[config.mk]
export PLATFORM = sky130hd
export DESIGN_NAME = serial_add_seq
export DESIGN_NICKNAME = d
export VERILOG_FILES = /design/src/rtl/serial_add_seq.sv
export SDC_FILE = /design/constraint.sdc
export NUM_CORES = 1
export LEC_CHECK = 0
export ABC_AREA = 1
export ABC_CLOCK_PERIOD_IN_PS = 2650
export CORE_MARGIN = 1
export CORE_UTILIZATION = 55
export DETAILED_ROUTE_END_ITERATION = 10
export HOLD_SLACK_MARGIN = 0.05
export PLACE_DENSITY = 0.85
export REMOVE_ABC_BUFFERS = 1
export SETUP_SLACK_MARGIN = 0.02
export SLEW_MARGIN = 20
export SYNTH_ARGS = -nofsm -noshare
export SYNTH_HDL_FRONTEND = slang
export SYNTH_SLANG_ARGS = --single-unit
export TNS_END_PERCENT = 10
[constraint.sdc]
create_clock -name clk -period 2.65 [get_ports clk]
set_input_delay 0.6625 -clock clk [delete_from_list [all_inputs] [get_ports clk]]
set_output_delay 0.6625 -clock clk [all_outputs]
set_load 0.05 [all_outputs]
[src/rtl/serial_add_seq.sv]
`default_nettype none
// ============================================================================
//  Module   : serial_add_seq
//  Purpose  : Bit-serial adder stage. Accepts two WIDTH-bit operands and a
//             carry-in over a valid/ready handshake, adds them LSB-first
//             through a single full-adder slice (one bit per clock) and
//             presents the WIDTH-bit sum and carry-out on a valid/ready
//             output handshake. Trades WIDTH cycles of latency for one slice.
//  Ports    :
//    clk        in   1      rising-edge clock
//    rst_n      in   1      asynchronous active-low reset
//    in_valid   in   1      operand set offered
//    in_ready   out  1      stage can accept an operand set (IDLE)
//    op_a       in   WIDTH  operand A
//    op_b       in   WIDTH  operand B
//    cin        in   1      carry into bit 0
//    out_valid  out  1      sum/cout valid and held (DONE)
//    out_ready  in   1      consumer accepts sum/cout
//    sum        out  WIDTH  (op_a + op_b + cin) mod 2^WIDTH
//    cout       out  1      carry out of bit WIDTH-1
//    busy       out  1      high while shifting
//  Revision : 1.0 - initial release
// ============================================================================
module serial_add_seq #(
  parameter int WIDTH = 8
) (
  input  logic             clk,
  input  logic             rst_n,
  input  logic             in_valid,
  output logic             in_ready,
  input  logic [WIDTH-1:0] op_a,
  input  logic [WIDTH-1:0] op_b,
  input  logic             cin,
  output logic             out_valid,
  input  logic             out_ready,
  output logic [WIDTH-1:0] sum,
  output logic             cout,
  output logic             busy
);

  // Bit counter only has to reach WIDTH-1.
  localparam int               CNT_W    = (WIDTH > 2) ? $clog2(WIDTH) : 1;
  localparam logic [CNT_W-1:0] CNT_LAST = CNT_W'(WIDTH - 1);

  typedef enum logic [1:0] {
    ST_IDLE  = 2'd0,
    ST_SHIFT = 2'd1,
    ST_DONE  = 2'd2
  } state_t;

  state_t           state_q, state_d;
  logic [WIDTH-1:0] a_q,     a_d;      // operand A shift register
  logic [WIDTH-1:0] b_q,     b_d;      // operand B shift register
  logic [WIDTH-1:0] acc_q,   acc_d;    // partial sum, filled from the MSB end
  logic             carry_q, carry_d;  // carry flop between slices
  logic [CNT_W-1:0] cnt_q,   cnt_d;    // bits processed so far
  logic [WIDTH-1:0] sum_q,   sum_d;    // published sum, held until next DONE
  logic             cout_q,  cout_d;   // published carry-out

  // Single full-adder slice operating on the current LSBs.
  logic slice_s;
  logic slice_c;

  always_comb begin
    slice_s = a_q[0] ^ b_q[0] ^ carry_q;
    slice_c = (a_q[0] & b_q[0]) | (a_q[0] & carry_q) | (b_q[0] & carry_q);
  end

  // --------------------------------------------------------------------------
  // Next-state and datapath
  // --------------------------------------------------------------------------
  always_comb begin
    state_d = state_q;
    a_d     = a_q;
    b_d     = b_q;
    acc_d   = acc_q;
    carry_d = carry_q;
    cnt_d   = cnt_q;
    sum_d   = sum_q;
    cout_d  = cout_q;

    case (state_q)
      ST_IDLE: begin
        if (in_valid) begin
          a_d     = op_a;
          b_d     = op_b;
          carry_d = cin;
          acc_d   = '0;
          cnt_d   = '0;
          state_d = ST_SHIFT;
        end
      end

      ST_SHIFT: begin
        // Each new sum bit enters at the MSB; after WIDTH shifts bit 0 of
        // the result has migrated down to position 0.
        acc_d   = {slice_s, acc_q[WIDTH-1:1]};
        a_d     = {1'b0, a_q[WIDTH-1:1]};
        b_d     = {1'b0, b_q[WIDTH-1:1]};
        carry_d = slice_c;
        if (cnt_q == CNT_LAST) begin
          // Publish straight from the final slice so sum/cout only ever
          // change on entry to DONE.
          sum_d   = {slice_s, acc_q[WIDTH-1:1]};
          cout_d  = slice_c;
          state_d = ST_DONE;
        end else begin
          cnt_d = cnt_q + 1'b1;
        end
      end

      ST_DONE: begin
        if (out_ready) begin
          state_d = ST_IDLE;
        end
      end

      default: begin
        state_d = ST_IDLE;
      end
    endcase
  end

  // --------------------------------------------------------------------------
  // State and datapath registers
  // --------------------------------------------------------------------------
  always_ff @(posedge clk or negedge rst_n) begin
    if (!rst_n) begin
      state_q <= ST_IDLE;
      a_q     <= '0;
      b_q     <= '0;
      acc_q   <= '0;
      carry_q <= 1'b0;
      cnt_q   <= '0;
      sum_q   <= '0;
      cout_q  <= 1'b0;
    end else begin
      state_q <= state_d;
      a_q     <= a_d;
      b_q     <= b_d;
      acc_q   <= acc_d;
      carry_q <= carry_d;
      cnt_q   <= cnt_d;
      sum_q   <= sum_d;
      cout_q  <= cout_d;
    end
  end

  // --------------------------------------------------------------------------
  // Outputs: registered values or pure state decode, no input-to-output path
  // --------------------------------------------------------------------------
  always_comb begin
    in_ready  = (state_q == ST_IDLE);
    busy      = (state_q == ST_SHIFT);
    out_valid = (state_q == ST_DONE);
    sum       = sum_q;
    cout      = cout_q;
  end

endmodule
`default_nettype wire

==> results of run 1 <==
[final cells by class]
class | count | area [µm²]
Sequential cell | 38 | 950.9
Fill cell | 270 | 904.6
Multi-Input combinational cell | 153 | 679.4
Timing Repair Buffer | 34 | 337.8
Tap cell | 44 | 55.05
Clock buffer | 6 | 51.30
Inverter | 13 | 48.80
[how the worst max path moves through the flow]
stage	end	from	slack (ns)
after floorplan	in_ready	state_q[0]	0.67
after global placement	out_valid	state_q[1]	0.49
after detailed placement	out_valid	state_q[1]	0.47
after CTS	out_valid	state_q[1]	0.09
after global routing	out_valid	state_q[1]	0.03
final	out_valid	state_q[1]	0.10
[cells by family after synthesis]
kind of cell | after synthesis | share of synthesized area (%)
AOI/OAI and AO/OA | 16 | 5.392
adders and majority gates | 3 | 2.588
buffers and inverters | 22 | 6.327
DFF | 38 | 54.64
and+or+nand+nor | 134 | 31.06
[per-stage QoR]
stage / area, µm² / hold WS (ns)
floorplan: 1679 / 0.3669
global placement: 2072 / 0.4544
detailed placement: 2072 / 0.4594
CTS: 2123 / 0.4321
global route: 2123 / 0.4464
finish: 2123 / 0.4077
[per-layer routing]
| metal | up-vias | track usage, % | part of all wire [%] | wire, µm |
|---|---|---|---|---|
| met5 | - | 0 | 0 | 0 |
| met3 | 5 | 7.366 | 4.7 | 148 |
| li1 | 725 | - | - | - |
| met2 | 32 | 37.27 | 49 | 1555 |
| met1 | 670 | 26.87 | 45 | 1439 |
| met4 | 0 | 6.463 | 1.2 | 38 |
[critical path, cell delays in order (launching register included)]
cell and delay [ns]:
dfrtp_1 0.43, inv_2 0.19, nor2_1 0.12, clkdlybuf4s50_1 0.80
[flip-flops by register name (all words and copies together), names as in the netlist]
| register | count |
|---|---|
| state_q | 2 |
| cnt_q | 3 |
| acc_q | 7 |
| b_q | 8 |
| sum | 8 |
| carry_q | 1 |
| cout | 1 |
| a_q | 8 |
[layout by cell type, fill, tap and decap left out, drive strengths merged]
cell / n
fa: 1
ha: 2
clkbuf: 6
nand3: 20
inv: 13
o21ai: 15
nor2: 4
o31ai: 1
nand2: 110
buf: 5
dfrtp: 38
clkdlybuf4s50: 29
[power by group through the flow]
stage	registers, µW	clock network, µW	logic, µW
after global placement	962	0	1230
after global routing	994	330	1410
final	962	295	1260
after floorplan	1180	0	659
after detailed placement	976	0	1270
after CTS	965	300	1270
==> flow_summary.json, run 1 <==
{
  "critPathCaptureType": "primary output",
  "cts_resized": 0,
  "final_util_pct": 70.12,
  "synth_edf_count": 0,
  "hold_viol": 0,
  "synth_area_per_cell_um2": 8.171,
  "row_count": 20,
  "dp.cells": 282,
  "grt_pass1_vias": 1306,
  "cts_buffers": 5,
  "grt_pass1_wl_um": 5554,
  "cts_setup_buffers": 0,
  "swShare_pct": 45.26,
  "synth_top_area_share_pct": 54.64,
  "cp.arrival_ns": 1.88,
  "synth_async_sr_flop_share_pct": 100.0,
  "grt_usage_pct": 22.02,
  "vias": 1432,
  "postLayoutSetupSlackWorst_ns": 0.1028,
  "ant_nets": 0,
  "syn-cell-area_um2": 1740,
  "nets": 269,
  "synth_seq_cells": 38,
  "drtIter0Drc": 65,
  "dieArea_um2": 3393,
  "dr.pass1.iters": 4,
  "total_power_uw": 2520,
  "io_pins": 33,
  "report.final.slew_viol_count": 0,
  "setup_tns_ns": 0,
  "coreArea_um2": 3028,
  "synth.most_common_cell": "nand2_1",
  "wl_per_cell_um": 11.05,
  "r2r_start": "state_q[1]",
  "dp_hpwl_um": 2181,
  "timing.max_cap.violations": 0,
  "finalCriticalPeriod_ns": 2.547,
  "die_h_um": 58.25,
  "yosys_warnings": 0,
  "p_leak_uw": 0.001107,
  "synth.distinct_cells": 17,
  "place.gp.congestion": 0.7571,
  "rr_worst_depth": 5,
  "drive_above_1_share_pct": 6.967,
  "yosysSeqAreaShare_pct": 54.64,
  "powerDensity_nw_per_um2": 1187,
  "timing.rr.end": "cnt_q[0]",
  "cp.required_ns": 1.99,
  "p_seq_share_pct": 38.2,
  "hold_class": "primary input to asynchronous set/reset pin",
  "crit_path_start_kind": "flop",
  "timing.final.crit_share_pct": 96.12,
  "start_util_pct": 57.48,
  "grt_overflow_total": 0,
  "dp_slack_ns": 0.4747,
  "synth_ff_type": "dfrtp_1",
  "worst_pin_slew_ns": 0.8212,
  "grt_max_degree": 39,
  "cts-hold-fix-buffers": 0,
  "setup_viol": 0,
  "synth_commonest_cells": "nand2_1 (108), dfrtp_1 (38), nand3_1 (20)",
  "cts_max_level": 2,
  "drc": 0,
  "slew-limit-headroom_pct": 45.26,
  "netlist_instances": 213,
  "cts.sinks": 38,
  "status": "finished clean",
  "port_buffers": 32,
  "yosysTopAreaCell": "dfrtp_1",
  "routed_wl_um": 3182,
  "cts_max_path_buffers": 2,
  "insertion_delay_ns": 0.34,
  "worstSetupPathType": "flop to primary output",
  "finalClockSkew_ns": 0.009062,
  "grt_setup_unrepaired": "false",
  "clk_pin_slew_ns": 0.11,
  "diodes": 0,
  "fmax_ghz": 0.3926,
  "intPower_uw": 1380,
  "synthToLayoutAreaGrowth_pct": 22.00,
  "power_switching_uw": 1141,
  "regToRegSetupSlack_ns": 1.04,
  "cp_max_fo": 19,
  "max-vdd-ir-drop_mv": 0.5471,
  "clock-root-buffer": "clkbuf_4",
  "grt_antenna_before_repair": 0,
  "synth_area_leaders": "dfrtp_1 (55%), nand2_1 (23%), nand3_1 (5.8%)",
  "die_w_um": 58.25,
  "p_clk_share_pct": 11.7,
  "final_cells": 288,
  "combPwrFrac_pct": 50.1,
  "viasPerCell": 4.972,
  "cts_tree": "done"
}
No activity file was read; power rests on OpenSTA's default activity.
==> run 2: changes to the inputs <==
--- a/config.mk
+++ b/config.mk
@@ -9,8 +9,9 @@
 export ABC_CLOCK_PERIOD_IN_PS = 2650
 export CORE_MARGIN = 1
 export CORE_UTILIZATION = 55
+export CTS_CLUSTER_SIZE = 20
 export DETAILED_ROUTE_END_ITERATION = 10
-export HOLD_SLACK_MARGIN = 0.05
+export HOLD_SLACK_MARGIN = 0.1
 export PLACE_DENSITY = 0.85
 export REMOVE_ABC_BUFFERS = 1
 export SETUP_SLACK_MARGIN = 0.02
==> results of run 2 <==
The final DEF is identical to that of run 1; final timing and power are the same.
